==> src/rtl/sram_arb_pkg.sv <==
// Shared types and constants for the two-port SRAM arbiter.
package sram_arb_pkg;

  typedef enum logic [1:0] {IDLE, SETUP, ACCESS, DONE} state_t;

  // Bit positions inside sram_ctl_n = {cs, we, oe, ub, lb}, all active-low
  localparam int CS = 4;
  localparam int WE = 3;
  localparam int OE = 2;
  localparam int UB = 1;
  localparam int LB = 0;

  localparam int WAIT_MAX = 15;
  localparam int CNT_W    = $clog2(WAIT_MAX + 1);

endpackage

==> src/rtl/sram_arb_grant.sv <==
// One-hot grant for two requesters; on a tie the requester not granted last wins.
module sram_arb_grant (
  input  logic [1:0] req,
  input  logic       last_gnt,
  output logic [1:0] gnt
);

  always_comb begin
    gnt = req;
    if (req == 2'b11) gnt = last_gnt ? 2'b01 : 2'b10;
  end

endmodule

==> src/rtl/sram_arbiter.sv <==
// Two-requester arbiter for an async 16-bit SRAM: IDLE -> SETUP -> ACCESS x WAIT_CYCLES -> DONE.
// Define SRAM_ARB_RR_EN for round-robin arbitration; otherwise requester 0 has fixed priority.
import sram_arb_pkg::*;

module sram_arbiter #(
  parameter int WAIT_CYCLES = 2,  // legal range 1..WAIT_MAX
  parameter int ADDR_W      = 18
) (
  input  logic              CLK,
  input  logic              reset_in,
  input  logic [1:0]        req,
  input  logic [1:0]        we,
  input  logic [2*ADDR_W-1:0] addr,
  input  logic [31:0]       wdata,
  input  logic [3:0]        be,
  output logic [1:0]        ack,
  output logic [15:0]       rdata,
  output logic [ADDR_W-1:0] sram_addr,
  input  logic [15:0]       sram_dat_read,
  output logic [15:0]       sram_dat_write,
  output logic              sram_dat_writeEnable,
  output logic [4:0]        sram_ctl_n
);

  localparam logic [CNT_W-1:0] CNT_LOAD = CNT_W'(WAIT_CYCLES - 1);

  state_t           state, state_nxt;
  logic [1:0]       gnt, gnt_nxt;
  logic             t_we;
  logic [1:0]       t_be;
  logic [CNT_W-1:0] cnt;
  logic             last_gnt;
  logic             sel;

  sram_arb_grant u_grant (
    .req      (req),
    .last_gnt (last_gnt),
    .gnt      (gnt_nxt)
  );

  assign sel = gnt_nxt[1];

`ifdef SRAM_ARB_RR_EN
  always_ff @(posedge CLK or posedge reset_in) begin
    if (reset_in)                    last_gnt <= 1'b1;
    else if (state == IDLE && |req)  last_gnt <= sel;
  end
`else
  // Tie-break input pinned so requester 0 always wins
  assign last_gnt = 1'b1;
`endif

  always_ff @(posedge CLK or posedge reset_in) begin
    if (reset_in) begin
      state          <= IDLE;
      gnt            <= '0;
      t_we           <= 1'b0;
      t_be           <= '0;
      cnt            <= '0;
      rdata          <= '0;
      sram_addr      <= '0;
      sram_dat_write <= '0;
    end else begin
      state <= state_nxt;
      case (state)
        IDLE: if (|req) begin
          gnt            <= gnt_nxt;
          t_we           <= we[sel];
          t_be           <= sel ? be[3:2] : be[1:0];
          sram_addr      <= sel ? addr[2*ADDR_W-1:ADDR_W] : addr[ADDR_W-1:0];
          sram_dat_write <= sel ? wdata[31:16] : wdata[15:0];
        end
        SETUP: cnt <= CNT_LOAD;
        ACCESS: begin
          if (cnt == '0) rdata <= sram_dat_read;
          else           cnt   <= cnt - CNT_W'(1);
        end
        default: ;
      endcase
    end
  end

  // Strobes are decoded from state so reset drops them in the same cycle
  always_comb begin
    state_nxt            = state;
    sram_ctl_n           = 5'b11111;
    sram_dat_writeEnable = 1'b0;
    ack                  = 2'b00;
    case (state)
      IDLE: if (|req) state_nxt = SETUP;
      SETUP: begin
        sram_ctl_n[CS]       = 1'b0;
        sram_ctl_n[OE]       = t_we;
        sram_ctl_n[UB]       = ~t_be[1];
        sram_ctl_n[LB]       = ~t_be[0];
        sram_dat_writeEnable = t_we;
        state_nxt            = ACCESS;
      end
      ACCESS: begin
        sram_ctl_n[CS]       = 1'b0;
        sram_ctl_n[WE]       = ~t_we;
        sram_ctl_n[OE]       = t_we;
        sram_ctl_n[UB]       = ~t_be[1];
        sram_ctl_n[LB]       = ~t_be[0];
        sram_dat_writeEnable = t_we;
        if (cnt == '0) state_nxt = DONE;
      end
      DONE: begin
        // Strobes released but data still driven for write hold time
        sram_ctl_n[CS]       = 1'b0;
        sram_ctl_n[UB]       = ~t_be[1];
        sram_ctl_n[LB]       = ~t_be[0];
        sram_dat_writeEnable = t_we;
        ack                  = gnt;
        state_nxt            = IDLE;
      end
      default: state_nxt = IDLE;
    endcase
  end

endmodule

==> config.mk <==
export PLATFORM = sky130hd
export DESIGN_NAME = sram_arbiter
export DESIGN_NICKNAME = d
export VERILOG_FILES = /design/src/rtl/sram_arb_pkg.sv /design/src/rtl/sram_arb_grant.sv /design/src/rtl/sram_arbiter.sv
export SDC_FILE = /design/constraint.sdc
export NUM_CORES = 1
export LEC_CHECK = 0
export ABC_CLOCK_PERIOD_IN_PS = 6150
export CORE_ASPECT_RATIO = 0.9
export CORE_MARGIN = 5
export CORE_UTILIZATION = 42
export DETAILED_ROUTE_END_ITERATION = 8
export MAX_ROUTING_LAYER = met4
export PLACE_DENSITY = 0.85
export SYNTH_ARGS = -nofsm -noshare
export SYNTH_HDL_FRONTEND = slang
export SYNTH_HIERARCHICAL = 1
export SYNTH_SLANG_ARGS = --single-unit
==> constraint.sdc <==
create_clock -name CLK -period 6.15 [get_ports CLK]
set_clock_uncertainty 0.05 [all_clocks]
set_input_delay 0.9225 -clock CLK [delete_from_list [all_inputs] [get_ports CLK]]
set_output_delay 0.9225 -clock CLK [all_outputs]
set_load 0.01 [all_outputs]
==> impl_metrics.json, run 1 <==
{
  "grt_start_max_net_pins": 62,
  "buffer_ports.inserted": 151,
  "numClockSinks": 61,
  "core_region_area_um2": 6550,
  "drc": 0,
  "post-dp-hpwl_um": 6000,
  "layout_common_cells": "clkdlybuf4s50_1 (151), dfrtp_1 (61), nand2_1 (43), mux2i_1 (40), o21ai_0 (37)",
  "io_pins": 152,
  "cp.arrival_ns": 1.90,
  "ctsHoldBuffers": 0,
  "ys.flop_type": "dfrtp_1",
  "crit_family": "buffers and inverters",
  "std_cell_rows": 28,
  "postRouteAntennaNets": 0,
  "critical_path_peak_fanout": 8,
  "critical_path.max_stage_delay_ns": 0.52,
  "async_flop_share_pct": 100,
  "ys_seq_area_share_pct": 54.1,
  "setup_repair_after_global_routing_missed_its_margin": "no",
  "firstDrtPassIters": 4,
  "post-route-min-period_ns": 2.87,
  "multiInputGateArea_um2": 1220,
  "worstPathCellList": "inv_1 -> ha_1 -> nand2_1 -> clkdlybuf4s50_1",
  "die_area_um2": 8470,
  "root_cell_of_the_clock_tree": "clkbuf_8",
  "gp_congestion": 0.812,
  "initialDrtViolationCount": 32,
  "cp-end-kind": "primary output",
  "tritoncts": "done",
  "area.sequential_um2": 1530,
  "die_h_um": 87.8,
  "post_cts_clock_slew_at_the_launch_and_capture_registers_of_the_worst_setup_and_hold_paths_ns": 0.07,
  "max_freq_ghz": 0.348,
  "path_buf_inv": 2,
  "timing.slew.headroom_pct": 33.8,
  "final_nets": 501,
  "grt_use_total_pct": 19.6,
  "report.final.slew_viol_count": 0,
  "avgViaCountPerCell": 4.76,
  "wl_per_instance_um": 15.4,
  "hold_class": "register to register",
  "netlist_instances": 249,
  "cpMaxStageDelayCell": "clkdlybuf4s50_1",
  "drive_above_1_share_pct": 10.1,
  "cts-buffers-inserted": 9,
  "mappedNetlistArea_um2": 2820,
  "synth.area.top_cells": "dfrtp_1 (54%), mux2i_1 (14%), mux2_2 (6.8%), o21ai_0 (6.7%), nand2_1 (5.7%)",
  "post-route-util_pct": 70.7,
  "num-fill-cells": 516,
  "worstSkewPairLatency_ns": 0.33,
  "setup_violations": 0,
  "critPathRequiredTime_ns": 5.18,
  "ctsHtreeMaxLevel": 3,
  "tightest_slew_ns": 0.989,
  "initial_core_util_pct": 43.1,
  "cts_setup_buffers": 0,
  "synth-edff-count": 0,
  "ctsLongestPathBuffers": 2,
  "drt_wl_total_um": 7630,
  "run_status": "completed",
  "synthDominantCellAreaShare_pct": 54.1,
  "fp.dieW_um": 96.4,
  "wire_length_of_the_first_global_routing_pass_um": 12100,
  "setup_tns_ns": 0,
  "leakage_nw": 2.03,
  "synth_cell_types": 28,
  "count_of_maximum_capacitance_violations": 0,
  "crit_type": "register to primary output",
  "worst-r2r-setup-slack_ns": 3.68,
  "insertedDiodeCount": 0,
  "ys_ff_latch": 61,
  "synth.yosys.warnings": 6,
  "max-vdd-ir-drop_v": 0.000216,
  "cts_resized": 0,
  "final_cycle_share_pct": 46.7,
  "power.density_cell_area_nw_per_um2": 447,
  "grt_pass1_vias": 2506,
  "report.final.hold_viol_count": 0,
  "growth_of_design_area_from_synthesis_to_finish_pct": 64.0,
  "yosys.area.top_type": "dfrtp_1",
  "routed-via-count": 2363,
  "global_route.overflow_total": 0,
  "worst_setup_path_start_kind": "register",
  "most_common_cell_after_layout_fill_and_taps_aside": "clkdlybuf4s50_1",
  "avgSynthCellArea_um2": 11.3,
  "initial_antenna_violation_count": 0
}
## Yosys cell counts (all sizes together), types with 2 or more instances
| cell type | instances |
|---|---|
| buf | 9 |
| and2 | 2 |
| mux2i | 40 |
| nand2 | 43 |
| dfrtp | 61 |
| clkbuf | 5 |
| a21oi | 2 |
| mux2 | 19 |
| nand2b | 4 |
| ha | 6 |
| o21ai | 38 |
| a21boi | 2 |
| inv | 7 |
## sequential cells by signal (all words and copies together), names as in the netlist
signal / flops
gnt: 2
t_be: 2
state: 2
sram_dat_write: 16
sram_addr: 18
rdata: 16
cnt: 4
t_we: 1
## per-stage QoR
stage               hold WS, ns  cell area, µm²  power, W  setup slack, ns  instances
floorplan                 0.401            2830   0.00118             3.66        250
global placement          0.411            4420   0.00168             3.12        480
detailed placement        0.420            4420   0.00172             3.03        480
CTS                       0.433            4630   0.00210             3.24        496
global route              0.465            4630   0.00222             3.18        496
finish                    0.428            4630   0.00207             3.28        496
## power by group
group / internal, W / switching (W)
Combinational: 0.000560 / 0.000428
Clock: 0.000220 / 0.000150
Sequential: 0.000600 / 0.000112
Total: 0.00138 / 0.000690
## worst min-delay path: cells and delay by family, from the launching register on
family	cells	cell delay, ns
AND/OR/NAND/NOR	1	0.04
AO/OA/AOI/OAI	1	0.06
flip-flops	1	0.34
## path summary, 6_finish.rpt
check,start,cells after the start,end
worst max register to register,state[0],5,rdata[1]
worst min-delay path,sram_addr[7],2,sram_addr[7]
min in group asynchronous,reset_in,3,rdata[8]
max in group asynchronous,reset_in,3,sram_addr[6]
worst min register to register,sram_addr[7],2,sram_addr[7]
worst max-delay path,state[0],4,sram_ctl_n[3]
## cell type report
cell class                      instances  share of cell area (%)
Timing Repair Buffer                  154                    33.1
Clock buffer                           13                    3.65
Sequential cell                        61                    33.0
Tap cell                               90                    2.43
Inverter                                7                   0.621
Multi-Input combinational cell        168                    26.3
Clock inverter                          3                   0.918
## layer usage
layer | wire length, µm | track usage, % | vias up
met5 | 0 | - | -
met4 | 150 | 8.03 | 0
met3 | 623 | 6.10 | 13
met2 | 3870 | 33.2 | 99
met1 | 2990 | 21.4 | 1095
li1 | - | - | 1156
## kinds of logic (layout without fill, tap and decap cells)
kind of cell / after synthesis / count (layout) / synth area share (%)
adder cells (fa/ha/maj): 6 / 6 / 2.66
other: 1 / 2 / 0.133
AND/OR/NAND/NOR: 57 / 57 / 9.48
multiplexers: 59 / 59 / 21.8
AO/OA/AOI/OAI: 44 / 44 / 8.20
buffers and inverters: 21 / 177 / 3.72
flip-flops: 61 / 61 / 54.1
No activity file was read; power rests on OpenSTA's default activity.
==> run 2, diff against run 1 <==
--- a/config.mk
+++ b/config.mk
@@ -5,13 +5,13 @@
 export SDC_FILE = /design/constraint.sdc
 export NUM_CORES = 1
 export LEC_CHECK = 0
-export ABC_CLOCK_PERIOD_IN_PS = 6150
+export ABC_CLOCK_PERIOD_IN_PS = 2800
 export CORE_ASPECT_RATIO = 0.9
 export CORE_MARGIN = 5
-export CORE_UTILIZATION = 42
+export CORE_UTILIZATION = 39
 export DETAILED_ROUTE_END_ITERATION = 8
 export MAX_ROUTING_LAYER = met4
-export PLACE_DENSITY = 0.85
+export PLACE_DENSITY = 0.8
 export SYNTH_ARGS = -nofsm -noshare
 export SYNTH_HDL_FRONTEND = slang
 export SYNTH_HIERARCHICAL = 1
==> constraint.sdc (replaced) <==
create_clock -name CLK -period 2.8 [get_ports CLK]
set_clock_uncertainty 0.05 [all_clocks]
set_input_delay 0.42 -clock CLK [delete_from_list [all_inputs] [get_ports CLK]]
set_output_delay 0.42 -clock CLK [all_outputs]
set_load 0.01 [all_outputs]
==> run 2 against run 1 <==
  * Combinational power is 120% higher
  * Cell count grew 1.0%
  * Register-to-register slack got worse by 2.9 ns
  * Die area rose by 6.8%
  * Final area is 2.0% higher
  * Critical path type unchanged
  * Clock power rose to 2.7 times the previous value
  * Highest routed layer unchanged
  * Sequential share of layout area fell by 0.64 points
  * Sequential power increased by 120%
  * Non-clock buffer count increased by 2
  * Count of clock-buffer cells in the layout unchanged
==> impl_metrics.json, run 2 (same netlist as run 1, synthesis figures left out) <==
{
  "die_h_um": 90.7,
  "final_nets": 503,
  "critical_path.max_stage_delay_ns": 0.49,
  "initialDrtViolationCount": 53,
  "power.density_cell_area_nw_per_um2": 1000,
  "postRouteAntennaNets": 0,
  "cts_resized": 0,
  "grt_pass1_vias": 2569,
  "report.final.slew_viol_count": 0,
  "most_common_cell_after_layout_fill_and_taps_aside": "clkdlybuf4s50_1",
  "avgViaCountPerCell": 4.78,
  "setup_repair_after_global_routing_missed_its_margin": "no",
  "max_freq_ghz": 0.441,
  "report.final.hold_viol_count": 0,
  "wl_per_instance_um": 15.0,
  "max_reg_flops": 18,
  "cts_setup_buffers": 0,
  "global_route.overflow_total": 0,
  "crit_type": "register to primary output",
  "run_status": "completed",
  "buffer_ports.inserted": 151,
  "std_cell_rows": 29,
  "tritoncts": "done",
  "num-fill-cells": 569,
  "critical_path_peak_fanout": 8,
  "final_cell_count_no_fill": 501,
  "die_area_um2": 9040,
  "grt_start_max_net_pins": 51,
  "ctsLongestPathBuffers": 2,
  "tightest_slew_ns": 0.631,
  "post-route-min-period_ns": 2.27,
  "io_pins": 152,
  "hold_class": "register to register",
  "timing.slew.headroom_pct": 57.9,
  "drive_above_1_share_pct": 10.5,
  "ctsHoldBuffers": 0,
  "drt_wl_total_um": 7490,
  "drc": 0,
  "cpMaxStageDelayCell": "clkdlybuf4s50_1",
  "grt_use_total_pct": 17.9,
  "worstSkewPairLatency_ns": 0.33,
  "largestRegisters": "sram_addr x18, rdata x16, sram_dat_write x16",
  "post-place-cells": 485,
  "leakage_nw": 2.07,
  "final_cycle_share_pct": 81.1,
  "root_cell_of_the_clock_tree": "clkbuf_8",
  "cts-buffers-inserted": 9,
  "insertedDiodeCount": 0,
  "count_of_maximum_capacitance_violations": 0,
  "wire_length_of_the_first_global_routing_pass_um": 12300,
  "routed-via-count": 2397,
  "setup_tns_ns": 0,
  "numClockSinks": 61,
  "cp-end-kind": "primary output",
  "cp.arrival_ns": 1.80,
  "post-dp-hpwl_um": 5850,
  "worst_setup_path_start_kind": "register",
  "growth_of_design_area_from_synthesis_to_finish_pct": 67.3,
  "max_flop_register": "sram_addr",
  "post_cts_clock_slew_at_the_launch_and_capture_registers_of_the_worst_setup_and_hold_paths_ns": 0.07,
  "ctsHtreeMaxLevel": 3,
  "layout_common_cells": "clkdlybuf4s50_1 (151), dfrtp_1 (61), nand2_1 (43), mux2i_1 (40), o21ai_0 (37)",
  "worstPathCellList": "inv_1 -> ha_1 -> nand2_1 -> clkdlybuf4s50_1",
  "initial_antenna_violation_count": 0,
  "core_region_area_um2": 7040,
  "setup_violations": 0,
  "firstDrtPassIters": 4,
  "fp.dieW_um": 99.7,
  "max-vdd-ir-drop_v": 0.000508,
  "initial_core_util_pct": 40.1,
  "gp_congestion": 0.747,
  "critPathRequiredTime_ns": 2.33
}
-- run 2: cell types whose count changed in the layout (fill, tap and decap cells not counted), sizes merged --
cell      previous run  this run
bufinv               1         3
clkinv               1         0
buf                  3         5
clkinvlp             1         0
-- run 2: power by group --
group,internal [W],switching [W]
Clock,0.000665,0.000331
Combinational,0.00124,0.000921
Sequential,0.00132,0.000248
Total,0.00323,0.00150
-- run 2: critical path, delay by kind of cell, from the launching register on --
kind	cells	cell delay, ns
DFF	1	0.42
buffers and inverters	2	0.61
and+or+nand+nor	1	0.09
adders and majority gates	1	0.36
-- run 2: metrics by stage --
step	hold WS [ns]	util, %	instance area [µm²]	setup slack, ns	total power, W
finish	0.431	67.1	4720	0.531	0.00473
detailed placement	0.419	63.4	4460	0.633	0.00378
CTS	0.435	67.1	4720	0.491	0.00481
global route	0.455	67.1	4720	0.404	0.00507
global placement	0.412	63.4	4460	0.689	0.00372
floorplan	0.401	-	2830	0.817	0.00260
-- run 2: path summary, 6_finish.rpt --
path / slack [ns] / endpoint / depth (start not counted) / startpoint
max in group asynchronous: 1.66 / rdata[11] / 3 / reset_in
worst min register to register: 0.43 / sram_dat_write[4] / 2 / sram_dat_write[4]
min in group asynchronous: 0.44 / rdata[14] / 2 / reset_in
worst max register to register: 0.78 / rdata[9] / 6 / state[0]
worst max-delay path: 0.53 / sram_ctl_n[3] / 4 / state[0]
worst min-delay path: 0.43 / sram_dat_write[4] / 2 / sram_dat_write[4]
-- run 2: area by class of cell --
| cell class | count | area [µm²] | share of cell area, % |
|---|---|---|---|
| Timing Repair Buffer | 156 | 1570 | 33.3 |
| Clock buffer | 13 | 169 | 3.58 |
| Sequential cell | 61 | 1530 | 32.3 |
| Multi-Input combinational cell | 168 | 1220 | 25.8 |
| Clock inverter | 3 | 90.1 | 1.91 |
| Inverter | 7 | 28.8 | 0.609 |
| Tap cell | 93 | 116 | 2.46 |
-- run 2: layer usage --
metal	up-vias	global-route usage, %	wire (µm)	share of wire (%)
met5	-	-	0	0
met4	0	7.74	180	2.4
met3	15	5.87	525	7.0
met2	108	27.8	3570	48
met1	1113	21.1	3210	43
li1	1161	-	-	-
==> run 3, diff against run 2 <==
--- a/config.mk
+++ b/config.mk
@@ -5,7 +5,7 @@
 export SDC_FILE = /design/constraint.sdc
 export NUM_CORES = 1
 export LEC_CHECK = 0
-export ABC_CLOCK_PERIOD_IN_PS = 2800
+export ABC_CLOCK_PERIOD_IN_PS = 2200
 export CORE_ASPECT_RATIO = 0.9
 export CORE_MARGIN = 5
 export CORE_UTILIZATION = 39
==> constraint.sdc (replaced) <==
create_clock -name CLK -period 2.2 [get_ports CLK]
set_clock_uncertainty 0.05 [all_clocks]
set_input_delay 0.33 -clock CLK [delete_from_list [all_inputs] [get_ports CLK]]
set_output_delay 0.33 -clock CLK [all_outputs]
set_load 0.01 [all_outputs]
==> run 3 against run 2 <==
  * Sequential share of layout area down 0.13 points
  * Critical endpoint is now sram_ctl_n[2]
  * Largest cell class unchanged
  * Die area did not move
  * Critical path type unchanged
  * Total power is 25% higher
  * Non-clock buffer count is 6 higher
==> impl_metrics.json, run 3 (same netlist as run 1, synthesis figures left out) <==
{
  "run_status": "completed",
  "setup_violations": 0,
  "wl_per_instance_um": 14.2,
  "post_cts_clock_slew_at_the_launch_and_capture_registers_of_the_worst_setup_and_hold_paths_ns": 0.06,
  "post-place-cells": 487,
  "power.share.sequential_pct": 33.5,
  "firstDrtPassIters": 4,
  "leakage_nw": 2.09,
  "post-dp-hpwl_um": 5720,
  "grt_pass1_vias": 2503,
  "cp.arrival_ns": 1.76,
  "critPathRequiredTime_ns": 1.82,
  "worst_setup_path_start_kind": "register",
  "critical_path.max_stage_delay_ns": 0.54,
  "drc": 0,
  "avgViaCountPerCell": 4.60,
  "cpMaxStageDelayCell": "clkdlybuf4s50_1",
  "growth_of_design_area_from_synthesis_to_finish_pct": 67.9,
  "wl_met2_um": 3420,
  "insertedDiodeCount": 0,
  "setup_repair_after_global_routing_missed_its_margin": "yes",
  "power.internal_w": 0.00402,
  "largestRegisters": "sram_addr x18, rdata x16, sram_dat_write x16",
  "grt_start_max_net_pins": 62,
  "fp.dieW_um": 99.7,
  "met3_wirelength_um": 556,
  "final_cell_area_um2": 4740,
  "report.final.slew_viol_count": 0,
  "power.density_cell_area_nw_per_um2": 1250,
  "worst-r2r-setup-slack_ns": 0.23,
  "max_freq_ghz": 0.468,
  "num-fill-cells": 570,
  "max_reg_flops": 18,
  "numClockSinks": 61,
  "ctsHoldBuffers": 0,
  "tritoncts": "done",
  "hold_class": "primary input to asynchronous set/reset pin",
  "area.sequential_um2": 1530,
  "routed.top_layer": "met4",
  "max_flop_register": "sram_addr",
  "core_region_area_um2": 7040,
  "root_cell_of_the_clock_tree": "clkbuf_8",
  "initialDrtViolationCount": 45,
  "crit_type": "register to primary output",
  "gp_congestion": 0.809,
  "drive_above_1_share_pct": 12.3,
  "report.final.hold_viol_count": 0,
  "ctsLongestPathBuffers": 2,
  "drt_wl_total_um": 7200,
  "initial_antenna_violation_count": 0,
  "buffer_ports.inserted": 151,
  "max-vdd-ir-drop_v": 0.000529,
  "critical_path_peak_fanout": 4,
  "power.switching_fraction_pct": 32.1,
  "met1_length_um": 3160,
  "routed-via-count": 2333,
  "final_cell_count_no_fill": 507,
  "ctsHtreeMaxLevel": 3,
  "post-route-min-period_ns": 2.14,
  "wire_length_of_the_first_global_routing_pass_um": 12100,
  "io_pins": 152,
  "worstSkewPairLatency_ns": 0.32,
  "global_route.overflow_total": 0,
  "final_cycle_share_pct": 97.2,
  "postRouteAntennaNets": 0,
  "die_area_um2": 9040,
  "cp-end-kind": "primary output",
  "clock_power_share_pct": 18.6,
  "final_nets": 509,
  "die_h_um": 90.7,
  "total_power_w": 0.00592,
  "worstPathCellList": "inv_1 -> ha_1 -> nand2b_1 -> clkdlybuf4s50_1",
  "std_cell_rows": 29,
  "number_of_cell_instances_on_the_worst_register_to_register_path": 5,
  "multiInputGateArea_um2": 1220,
  "initial_core_util_pct": 40.1,
  "layout_common_cells": "clkdlybuf4s50_1 (150), dfrtp_1 (61), nand2_1 (43), mux2i_1 (40), o21ai_0 (37)",
  "crit-reg2reg-launch": "cnt[0]",
  "pwr-share-comb_pct": 47.9,
  "power.net_switching_w": 0.00190,
  "place_area_um2": 4480,
  "cts-buffers-inserted": 9,
  "most_common_cell_after_layout_fill_and_taps_aside": "clkdlybuf4s50_1",
  "capturing_point_of_the_worst_reg2reg_path": "state[1]",
  "grt_use_total_pct": 17.2,
  "count_of_maximum_capacitance_violations": 0
}
==> run 3: changes by cell type in the layout (fill, tap and decap cells not counted), sizes merged <==
cell	change
buf	+6
clkinv	+2
bufinv	-1
clkbuf	-1
clkdlybuf4s50	-1
dlymetal6s2s	+1
==> run 3: timing repair <==
item | 4_1_cts | 5_1_grt
setup endpoints to repair | 2 | 5
gates resized for setup | 1 | 2
buffers inserted | 0 | 4
==> run 3: worst max-delay path by stage <==
stage	start	depth (start not counted)	end	slack, ns
finish	state[0]	4	sram_ctl_n[2]	0.06
CTS	state[0]	4	sram_ctl_n[3]	0.007
global placement	state[0]	6	rdata[3]	0.28
global route	state[0]	4	sram_ctl_n[2]	-0.02
floorplan	state[0]	7	rdata[0]	0.27
detailed placement	state[0]	6	rdata[15]	0.20
==> run 3: per-stage QoR <==
step | setup WS, ns | utilization [%] | setup TNS, ns | hold WS [ns]
after global routing | -0.0218 | 67.4 | -0.0359 | 0.376
after CTS | 0.00680 | 66.9 | 0 | 0.348
after global placement | 0.282 | 63.6 | 0 | 0.410
after detailed placement | 0.204 | 63.6 | 0 | 0.419
final | 0.0623 | 67.4 | 0 | 0.337
after floorplan | 0.272 | - | 0 | 0.401
==> run 3: area by class of cell <==
cell class / count / share of cell area (%)
clock inverters: 4 / 1.48
well taps: 93 / 2.45
inverters: 7 / 0.607
repair buffers: 162 / 34.2
multi-input cells: 168 / 25.8
clock buffers: 12 / 3.27
flip-flops and latches: 61 / 32.2
==> run 3: power groups by stage <==
stage	Sequential, W	Combinational, W	Clock [W]
6_report	0.00198	0.00284	0.00110
5_1_grt	0.00207	0.00311	0.00119
4_1_cts	0.00200	0.00283	0.00113
3_5_place_dp	0.00201	0.00281	0
3_3_place_gp	0.00199	0.00275	0
2_1_floorplan	0.00219	0.00112	0
==> run 3: critical path, delay by kind of cell (launching register included) <==
kind | cells | cell delay (ns)
flops | 1 | 0.39
fa+ha+maj | 1 | 0.33
simple gates | 1 | 0.09
buf+inv | 2 | 0.64
==> run 3: per-layer routing <==
metal  vias up  GRT usage (%)
met4         0           5.46
met3         7           5.17
met2        98           26.8
met1      1053           21.5
met5         -              -
li1       1175              -
